## src/rtl/move_requester_pkg.sv

```systemverilog
// Shared definitions for the move requester: field widths, move codes, FSM states.
package move_requester_pkg;

  localparam int unsigned FIELD_COL_CNT_WIDTH = 4;
  localparam int unsigned FIELD_ROW_CNT_WIDTH = 5;
  localparam int unsigned BLOCK_X_W           = FIELD_COL_CNT_WIDTH + 1;
  localparam int unsigned BLOCK_Y_W           = FIELD_ROW_CNT_WIDTH + 1;
  localparam int unsigned MOVE_W              = 3;

  localparam logic [MOVE_W-1:0] MOVE_LEFT   = 3'd0;
  localparam logic [MOVE_W-1:0] MOVE_RIGHT  = 3'd1;
  localparam logic [MOVE_W-1:0] MOVE_DOWN   = 3'd2;
  localparam logic [MOVE_W-1:0] MOVE_ROTATE = 3'd3;
  localparam logic [MOVE_W-1:0] MOVE_APPEAR = 3'd4;

  typedef enum logic [1:0] {
    ST_IDLE,
    ST_RUN,
    ST_WAIT,
    ST_RESULT
  } req_state_e;

  // Codes whose accepted check result shifts the block by the returned deltas.
  function automatic logic moves_block(input logic [MOVE_W-1:0] code);
    return (code == MOVE_LEFT) || (code == MOVE_RIGHT) ||
           (code == MOVE_DOWN) || (code == MOVE_ROTATE);
  endfunction

endpackage

```

## src/rtl/move_requester.sv

```systemverilog
// Initiator side of the move-check handshake; owns the active-block coordinates.
module move_requester
  import move_requester_pkg::*;
#(
  parameter logic signed [BLOCK_X_W-1:0] START_X       = BLOCK_X_W'(3),
  parameter logic signed [BLOCK_Y_W-1:0] START_Y       = BLOCK_Y_W'(0),
  parameter int unsigned                 CHECK_TIMEOUT = 64
) (
  input  logic                        clk_i,
  input  logic                        rst_i,
  input  logic                        req_valid_i,
  input  logic [MOVE_W-1:0]           req_move_i,
  output logic                        req_ready_o,
  output logic                        check_run_o,
  output logic [MOVE_W-1:0]           check_req_move_o,
  input  logic                        check_done_i,
  input  logic                        check_can_move_i,
  input  logic [1:0]                  check_move_x_i,
  input  logic [1:0]                  check_move_y_i,
  output logic signed [BLOCK_X_W-1:0] block_x_o,
  output logic signed [BLOCK_Y_W-1:0] block_y_o,
  output logic [1:0]                  block_rotation_o,
  output logic                        move_done_o,
  output logic                        move_ok_o,
  output logic                        block_locked_o,
  output logic                        check_err_o,
  output logic                        game_over_o
);

  localparam int unsigned CNT_W = (CHECK_TIMEOUT > 2) ? $clog2(CHECK_TIMEOUT) : 1;

  req_state_e                  r_state, w_state_nxt;
  logic [CNT_W-1:0]            r_cnt, w_cnt_nxt;
  logic [MOVE_W-1:0]           r_move, w_move_nxt;
  logic signed [BLOCK_X_W-1:0] r_x, w_x_nxt;
  logic signed [BLOCK_Y_W-1:0] r_y, w_y_nxt;
  logic [1:0]                  r_rot, w_rot_nxt;
  logic                        r_ready, w_ready_nxt;
  logic                        r_run, w_run_nxt;
  logic                        r_done, w_done_nxt;
  logic                        r_ok, w_ok_nxt;
  logic                        r_locked, w_locked_nxt;
  logic                        r_err, w_err_nxt;
  logic                        r_go, w_go_nxt;
  logic signed [BLOCK_X_W-1:0] w_dx;
  logic signed [BLOCK_Y_W-1:0] w_dy;

  assign w_dx = {{(BLOCK_X_W-2){check_move_x_i[1]}}, check_move_x_i};
  assign w_dy = {{(BLOCK_Y_W-2){check_move_y_i[1]}}, check_move_y_i};

  // Next-state and next-output logic; outputs are registered from these values.
  always_comb begin
    w_state_nxt  = r_state;
    w_cnt_nxt    = r_cnt;
    w_move_nxt   = r_move;
    w_x_nxt      = r_x;
    w_y_nxt      = r_y;
    w_rot_nxt    = r_rot;
    w_go_nxt     = r_go;
    w_done_nxt   = 1'b0;
    w_ok_nxt     = 1'b0;
    w_locked_nxt = 1'b0;
    w_err_nxt    = 1'b0;

    unique case (r_state)
      ST_IDLE: begin
        if (req_valid_i && r_ready) begin
          w_move_nxt  = req_move_i;
          w_state_nxt = ST_RUN;
          if (req_move_i == MOVE_APPEAR) begin
            w_x_nxt   = START_X;
            w_y_nxt   = START_Y;
            w_rot_nxt = 2'd0;
          end
        end
      end
      ST_RUN: begin
        w_cnt_nxt   = '0;
        w_state_nxt = ST_WAIT;
      end
      ST_WAIT: begin
        // Commit on the WAIT exit edge so coordinates are valid alongside move_done_o.
        if (check_done_i) begin
          w_state_nxt = ST_RESULT;
          w_done_nxt  = 1'b1;
          w_ok_nxt    = check_can_move_i;
          if (check_can_move_i) begin
            if (moves_block(r_move)) begin
              w_x_nxt = r_x + w_dx;
              w_y_nxt = r_y + w_dy;
            end
            if (r_move == MOVE_ROTATE) begin
              w_rot_nxt = r_rot + 2'd1;
            end
          end else begin
            w_locked_nxt = (r_move == MOVE_DOWN);
            if (r_move == MOVE_APPEAR) begin
              w_go_nxt = 1'b1;
            end
          end
        end else if (r_cnt == CNT_W'(CHECK_TIMEOUT - 1)) begin
          w_state_nxt = ST_RESULT;
          w_done_nxt  = 1'b1;
          w_err_nxt   = 1'b1;
        end else begin
          w_cnt_nxt = r_cnt + CNT_W'(1);
        end
      end
      ST_RESULT: begin
        w_state_nxt = ST_IDLE;
      end
      default: begin
        w_state_nxt = ST_IDLE;
      end
    endcase

    w_run_nxt   = (w_state_nxt == ST_RUN);
    w_ready_nxt = (w_state_nxt == ST_IDLE) && !w_go_nxt;
  end

  // State and output registers with synchronous reset.
  always_ff @(posedge clk_i) begin
    if (rst_i) begin
      r_state  <= ST_IDLE;
      r_cnt    <= '0;
      r_move   <= '0;
      r_x      <= START_X;
      r_y      <= START_Y;
      r_rot    <= 2'd0;
      r_ready  <= 1'b0;
      r_run    <= 1'b0;
      r_done   <= 1'b0;
      r_ok     <= 1'b0;
      r_locked <= 1'b0;
      r_err    <= 1'b0;
      r_go     <= 1'b0;
    end else begin
      r_state  <= w_state_nxt;
      r_cnt    <= w_cnt_nxt;
      r_move   <= w_move_nxt;
      r_x      <= w_x_nxt;
      r_y      <= w_y_nxt;
      r_rot    <= w_rot_nxt;
      r_ready  <= w_ready_nxt;
      r_run    <= w_run_nxt;
      r_done   <= w_done_nxt;
      r_ok     <= w_ok_nxt;
      r_locked <= w_locked_nxt;
      r_err    <= w_err_nxt;
      r_go     <= w_go_nxt;
    end
  end

  assign req_ready_o      = r_ready;
  assign check_run_o      = r_run;
  assign check_req_move_o = r_move;
  assign block_x_o        = r_x;
  assign block_y_o        = r_y;
  assign block_rotation_o = r_rot;
  assign move_done_o      = r_done;
  assign move_ok_o        = r_ok;
  assign block_locked_o   = r_locked;
  assign check_err_o      = r_err;
  assign game_over_o      = r_go;

endmodule

```

## config.mk

```make
export PLATFORM = sky130hd
export DESIGN_NAME = move_requester
export DESIGN_NICKNAME = d
export VERILOG_FILES = /design/src/rtl/move_requester_pkg.sv /design/src/rtl/move_requester.sv
export SDC_FILE = /design/constraint.sdc
export NUM_CORES = 1
export LEC_CHECK = 0
export CAP_MARGIN = 15
export CORE_MARGIN = 4
export CORE_UTILIZATION = 28
export DETAILED_ROUTE_END_ITERATION = 7
export PLACE_DENSITY = 0.55
export SYNTH_ARGS = -nofsm -noshare
export SYNTH_HDL_FRONTEND = slang
export SYNTH_SLANG_ARGS = --single-unit
```

## constraint.sdc

```tcl
create_clock -name clk_i -period 2.12 [get_ports clk_i]
set_clock_uncertainty 0.1 [all_clocks]
set_input_delay 0.424 -clock clk_i [delete_from_list [all_inputs] [get_ports clk_i]]
set_output_delay 0.424 -clock clk_i [all_outputs]
set_load 0.01 [all_outputs]
```

==> results of run 1 <==
## through the flow
step / cells / utilization, % / hold WS, ns
2_1_floorplan: 189 / - / 0.360
3_3_place_gp: 319 / 39.0 / 0.364
3_5_place_dp: 319 / 39.0 / 0.371
4_1_cts: 326 / 40.7 / 0.388
5_1_grt: 326 / 42.3 / 0.421
6_report: 326 / 42.3 / 0.382
## report_power, final
group / switching [mW] / internal [mW]
Combinational: 0.444 / 0.408
Clock: 0.217 / 0.254
Sequential: 0.0479 / 0.643
Total: 0.709 / 1.31
## worst max-delay path by stage
stage	from	end	slack (ns)	depth (start not counted)
after floorplan	check_move_y_i[1]	block_y_o[5]	0.08	6
final	check_can_move_i	block_rotation_o[1]	0.06	6
after detailed placement	check_move_y_i[1]	block_y_o[5]	-0.54	7
after global placement	check_move_y_i[1]	block_y_o[5]	-0.52	7
after CTS	check_move_y_i[1]	block_y_o[5]	0.001	8
after global routing	check_move_x_i[0]	block_x_o[4]	-0.02	8
## registers in the layout (all words and copies together), names as in the netlist, 2 cells and up
register,cells
r_cnt,6
block_x_o,5
r_state,2
block_y_o,6
check_req_move_o,3
block_rotation_o,2
## layer usage
layer	track usage [%]	vias to the layer above	part of all wire, %
met2	18.1	31	45
met3	3.46	6	4.6
met1	15.2	681	49
met4	4.32	0	1.7
met5	0	-	0
li1	-	796	-
## area by class of cell
class	instances	area, um^2	area share (%)
repair buffers	62	564	22.5
multi-input cells	140	1100	43.8
well taps	75	93.8	3.74
inverters	11	41.3	1.65
clock buffers	6	82.6	3.30
clock inverters	1	5.00	0.200
flip-flops and latches	31	621	24.8
## synthesized netlist by cell type, types with 2 or more instances
cell type and instances:
xor2_1 2, nor4b_1 2, and4b_1 2, inv_1 11, nand2_1 12, nor2b_1 4, clkbuf_1 2, fa_1 2
nand3_1 7, and3_1 4, nand2b_1 7, nand4b_1 2, a211oi_1 2, or3b_1 2, xnor2_1 5, nand4_1 5
nor3_1 3, mux2_2 2, a21o_1 3, nor2_1 16, dfxtp_1 31, a21oi_1 14, or4_1 2, o21ai_0 7
buf_6 3, mux2i_1 6, a31oi_1 2, ha_1 13
## logic make-up after synthesis
| family | after synthesis | share of synthesized area (%) |
|---|---|---|
| DFF | 31 | 36.3 |
| buffers and inverters | 18 | 5.92 |
| muxes | 8 | 4.83 |
| and+or+nand+nor | 72 | 23.5 |
| xor gates and xnor gates | 7 | 3.58 |
| AOI/OAI and AO/OA | 38 | 14.0 |
| adders and majority gates | 15 | 11.9 |
## worst max-delay path, cell delays in order
cell,delay (ns)
clkdlybuf4s50_1,0.51
and4b_1,0.26
nand3_2,0.09
or3b_1,0.38
or3b_1,0.40
a21oi_2,0.13
## timing repair
item / CTS / global route
pin swaps: 0 / 3
setup buffers: 0 / 0
setup endpoints to repair: 3 / 8
resized for setup: 6 / 22
==> impl_metrics.ini, run 1 <==
[setup_path]
start_kind = input port
timing.rr.start = r_state[0]
r2r_setup_slack_ns = 0.12
worstSetupPathType = in2reg
crit_required_ns = 2.24
cp-end-kind = flip-flop
worstReg2RegEnd = block_rotation_o[1]
cp_max_fo = 3
worst-endpoint-arrival_ns = 2.19
rr_worst_depth = 7

[placed_design]
gp_congestion = 0.724
port_buffers = 34
dp_worst_setup_slack_ns = -0.536
dp_hpwl_um = 3140
placed_cell_area_mm2 = 0.00231

[route]
first_pass_iters = 4
wl_um = 4180
via_per_inst = 4.64
drt_iter0_drc = 45
ant_nets = 0
avgRoutedWirePerCell_um = 12.8
dr_total_vias = 1514
post-route-drc-count = 0

[hold_path]
worstHoldPathCells = 2
hold_class = reg2reg
min_to = block_x_o[3]
hp-start = block_x_o[3]

[cells_and_area]
final_common_cell = clkdlybuf4s50_1
finalInstanceArea_mm2 = 0.00251
syn_to_final_growth_pct = 46.5
nets = 278
mostFrequentLayoutCells = clkdlybuf4s50_1 (32), dfxtp_1 (31), buf_4 (26)
n_fill_cell = 582
drive_above_1_share_pct = 23.5
n_antenna_cell = 0

[timing]
finalCritPeriodShare_pct = 97.4
slew_violations = 0
final-setup-viol-count = 0
fin_crit_ns = 2.06
timing.fmax_ghz = 0.484
worstMarginPinSlew_ns = 0.315
rsz0062_at_grt = yes
finalHoldViolations = 0
finalSetupTns_ns = 0
fin_ws_ns = 0.0556
slew-limit-headroom_pct = 78.9

[die]
ios = 35
initial_core_util_pct = 28.9
die_h_um = 86.2
dieArea_mm2 = 0.00742
core_area_mm2 = 0.00592
placement_rows = 28
die_x_um = 86.2

[clock_tree]
path_clk_slew_ns = 0.06
clockBufferDepth = 2
cts_buffers = 5
cts_tree = done
htreeDepth = 2
worstSkewPairLatency_ns = 0.28
clock-sinks = 31
cts_hold_buf = 0
cts_root_buffer = clkbuf_8

[synthesis]
synth_top_cell_by_area = dfxtp_1
syn_nets = 216
synth_top_area_share_pct = 36.3
synth.ff_latch_count = 31
synth_edf_count = 0
syn_area_per_cell_um2 = 9.05
ys_types = 44
synth-main-ff-cell = dfxtp_1
ys_warn_count = 0
syn_area_mm2 = 0.00171
synth_area_leaders = dfxtp_1 (36%), ha_1 (9.5%), a21oi_1 (4.1%), mux2i_1 (3.5%), nor2_1 (3.5%)
async_flop_share_pct = 0
syn_inst = 189
yosysSeqAreaShare_pct = 36.3

[global_route]
grt_pass1_vias = 1465
grt_max_degree = 26
antenna_found_initial = 0
grt_overflow = 0
track_usage_pct = 11.7
grt_first_pass_wirelength_um = 6860

[pwr]
powerDensity_mw_per_mm2 = 804
power_mw = 2.01
cellLeakagePower_nw = 1.03
ir_drop_v = 0.000416

[job]
cap_violations = 0

[status]
status = finished, final reports clean
Power figures use the tool's default switching activity.
==> run 2, diff against run 1 <==
--- a/config.mk
+++ b/config.mk
@@ -10,6 +10,7 @@
 export CORE_UTILIZATION = 28
 export DETAILED_ROUTE_END_ITERATION = 7
 export PLACE_DENSITY = 0.55
+export REMOVE_ABC_BUFFERS = 1
 export SYNTH_ARGS = -nofsm -noshare
 export SYNTH_HDL_FRONTEND = slang
 export SYNTH_SLANG_ARGS = --single-unit
==> impl_metrics.ini, run 2 (synthesized netlist as in run 1, its figures left out) <==
[status]
status = finished, final reports clean

[placed_design]
gp_congestion = 0.756
dp_hpwl_um = 3080
dp_worst_setup_slack_ns = -0.574
port_buffers = 34

[setup_path]
worst-endpoint-arrival_ns = 2.16
crit_required_ns = 2.23
max_stage_delay_ns = 0.49
crit_top_cell = or3b_4
worstSetupPathType = in2reg
cp-end-kind = flip-flop
critical_path_buf_inv_count = 1
start_kind = input port
crit_family = simple AND/OR/NAND/NOR gates
cp_slowest_cell = clkdlybuf4s50_1
crit_chain = clkdlybuf4s50_1, and4b_1, nand3_2, or3b_4, or3b_4, a21oi_2
cp_max_fo = 2

[route]
dr_total_vias = 1537
ant_nets = 0
drt_iter0_drc = 58
via_per_inst = 4.67
wl_um = 4060
avgRoutedWirePerCell_um = 12.3
first_pass_iters = 4
post-route-drc-count = 0

[global_route]
grt_overflow = 0
grt_first_pass_wirelength_um = 7230
grt_pass1_vias = 1570
grt_max_degree = 26
antenna_found_initial = 0
track_usage_pct = 12.1

[timing]
timing.fmax_ghz = 0.489
worstMarginPinSlew_ns = 0.330
finalSetupTns_ns = 0
fin_ws_ns = 0.0743
rsz0062_at_grt = no
fin_crit_ns = 2.05
slew_violations = 0
final-setup-viol-count = 0
finalCritPeriodShare_pct = 96.5
holdWs_ns = 0.383
slew-limit-headroom_pct = 77.7
finalHoldViolations = 0

[die]
die_x_um = 86.2
ios = 35
initial_core_util_pct = 28.9
placement_rows = 28
core_area_mm2 = 0.00592
dieArea_mm2 = 0.00742
die_h_um = 86.2

[pwr]
cellLeakagePower_nw = 1.03
ir_drop_v = 0.000459
power_mw = 1.96
powerDensity_mw_per_mm2 = 798

[clock_tree]
cts_tree = done
cts_setup_buffers = 0
cts_root_buffer = clkbuf_8
clock-sinks = 31
path_clk_slew_ns = 0.07
clockBufferDepth = 2
cts_hold_buf = 0
cts_buffers = 5
worstSkewPairLatency_ns = 0.28
htreeDepth = 2

[hold_path]
hold_class = reg2reg

[cells_and_area]
regArea_um2 = 622
mostFrequentLayoutCells = clkdlybuf4s50_1 (31), dfxtp_1 (30), buf_4 (29)
final_common_cell = clkdlybuf4s50_1
drive_above_1_share_pct = 23.2
multi_input_area_mm2 = 0.00104
nets = 280
syn_to_final_growth_pct = 44.0
final_util_pct = 41.6
n_antenna_cell = 0
n_fill_cell = 600

[job]
cap_violations = 0
==> run 2: layer usage <==
| layer | track usage [%] | up-vias | wire (um) |
|---|---|---|---|
| li1 | - | 801 | - |
| met1 | 15.6 | 704 | 1970 |
| met2 | 19.6 | 26 | 1880 |
| met3 | 3.17 | 6 | 141 |
| met4 | 4.32 | 0 | 67 |
| met5 | 0 | - | 0 |
==> run 2: final timing paths <==
path / startpoint / to / slack [ns] / cells past startpoint
worst min-delay path: block_y_o[0] / block_y_o[0] / 0.38 / 2
worst max register to register: r_state[0] / block_rotation_o[1] / 0.13 / 7
worst max-delay path: check_can_move_i / block_rotation_o[1] / 0.07 / 6
worst min register to register: block_y_o[0] / block_y_o[0] / 0.38 / 2
==> run 2: what timing repair did <==
action | CTS | global route
setup endpoints to repair | 3 | 5
gates resized for setup | 5 | 17
pin swaps | 1 | 3
==> run 2: stage by stage <==
stage,std cells,area (um^2)
2_1_floorplan,182,1650
3_3_place_gp,321,2320
3_5_place_dp,321,2320
4_1_cts,329,2420
5_1_grt,329,2460
6_report,329,2460
==> run 2: area by class of cell <==
cell class                 instances  share of cell area (%)
clock buffer                       7                    3.10
inverter                          11                    1.68
sequential                        31                    25.3
multi-input combinational        140                    42.3
clock inverter                     1                   0.203
tap                               75                    3.81
timing repair buffer              64                    23.6
==> run 2: power breakdown <==
part / internal [mW] / total (mW) / switching [mW]
Combinational: 0.398 / 0.832 / 0.434
Clock: 0.230 / 0.442 / 0.212
Sequential: 0.645 / 0.691 / 0.0455
==> run 2: worst min-delay path, delay by kind of cell, from the launching register on <==
| family | cells | cell delay [ns] |
|---|---|---|
| AOI/OAI and AO/OA | 1 | 0.05 |
| DFF | 1 | 0.33 |
| and+or+nand+nor | 1 | 0.06 |
==> run 3, diff against run 2 <==
--- a/config.mk
+++ b/config.mk
@@ -5,7 +5,6 @@
 export SDC_FILE = /design/constraint.sdc
 export NUM_CORES = 1
 export LEC_CHECK = 0
-export CAP_MARGIN = 15
 export CORE_MARGIN = 4
 export CORE_UTILIZATION = 28
 export DETAILED_ROUTE_END_ITERATION = 7
==> results of run 3 <==
The final DEF is identical to that of run 2; final timing and power are the same.
==> RTL change (settings of run 1) <==
Reset style: asynchronous (`rst_i`), changed in one clocked block. Comments in the files are not updated.
--- a/src/rtl/move_requester.sv
+++ b/src/rtl/move_requester.sv
@@ -119,7 +119,7 @@
   end
 
   // State and output registers with synchronous reset.
-  always_ff @(posedge clk_i) begin
+  always_ff @(posedge clk_i or posedge rst_i) begin
     if (rst_i) begin
       r_state  <= ST_IDLE;
       r_cnt    <= '0;
Check against the original RTL: differs if rst_i is asserted again (counterexample within 4 cycles, from zero or initial values and one cycle with rst_i high); with rst_i held inactive, the same outputs for 10 cycles.
==> RTL change against run 1 <==
Total power grew 55%. Design area decreased by 4.7%. Fmax rose by 1.0%. Cell count shrank 7.1%. Hold slack improved by 1.6 ps. Register-to-register slack better by 80 ps. Largest cell class unchanged. Sequential cell count unchanged. Non-clock buffer count down 8. First-iteration DRC count is 31% lower. Routed wire length down 13%. Area after synthesis up 0.80%. Setup slack improved by 21 ps. Combinational power is 91% higher.
==> RTL change: results <==
export IMPL_critPathLaunch="check_move_x_i[0]"
export IMPL_drive_gt1_frac=0.175
export IMPL_track_usage=0.110
export IMPL_ys_top_cells_by_count="dfrtp_1 (29), nand2_1 (23), ha_1 (13)"
export IMPL_grt_max_degree=32
export IMPL_r2r_start="block_x_o[0]$_DFFE_PP1P_"
export IMPL_status="finished, final reports clean"
export IMPL_grt_pass1_vias=1407
export IMPL_use_met2=0.182
export IMPL_arrival_ps=2150
export IMPL_use_met1=0.134
export IMPL_clock_area_frac=0.0383
export IMPL_synth_cell_type_count=43
export IMPL_comb_multi_input_count=124
export IMPL_fill_cells=594
export IMPL_gp_congestion=0.780
export IMPL_fin_util=0.401
export IMPL_tightest_slew_ps=392
export IMPL_mappedNetlistNets=196
export IMPL_seq_cells=31
export IMPL_gr_usage_met3=0.0342
export IMPL_min_to="block_y_o[5]$_DFFE_PP0P_"
export IMPL_slowest_delay_ps=410
export IMPL_buffers=54
export IMPL_grt_pass1_wl_um=6430
export IMPL_yosysSeqAreaShare=0.451
export IMPL_wl_met3_um=187
export IMPL_layout_nonclk_buf_frac=0.205
export IMPL_wl_um=3640
export IMPL_hpwl_um=2840
export IMPL_viasPerCell=4.61
export IMPL_reg2regPathDepth=8
export IMPL_power_leakage_nw=1.12
export IMPL_hold_depth=1
-- RTL change: changes by cell type after synthesis, moves of 3 or more --
cell and delta:
a22o_1 +3, nand2b_1 -4, nor2_1 -7, dfrtp_1 +29, a21oi_1 -7, dfxtp_1 -31
mux2i_1 -3, nand2_1 +11, a31oi_1 +3, buf_6 -3, nand4_1 -3
-- RTL change: through the flow --
step | power (mW) | instances | hold slack (ps) | setup TNS (ps) | worst slack [ps]
floorplan | 1.96 | 169 | 370 | 0 | 185
global placement | 2.66 | 295 | 373 | -892 | -293
detailed placement | 2.69 | 295 | 375 | -942 | -329
CTS | 3.18 | 303 | 384 | 0 | 59.9
global route | 3.42 | 303 | 418 | -14.4 | -14.4
finish | 3.12 | 303 | 383 | 0 | 76.2
-- RTL change: where the power goes --
part	internal, mW	switching [mW]	total, mW
clock	0.261	0.217	0.478
sequential	0.827	0.186	1.01
combinational	0.884	0.746	1.63
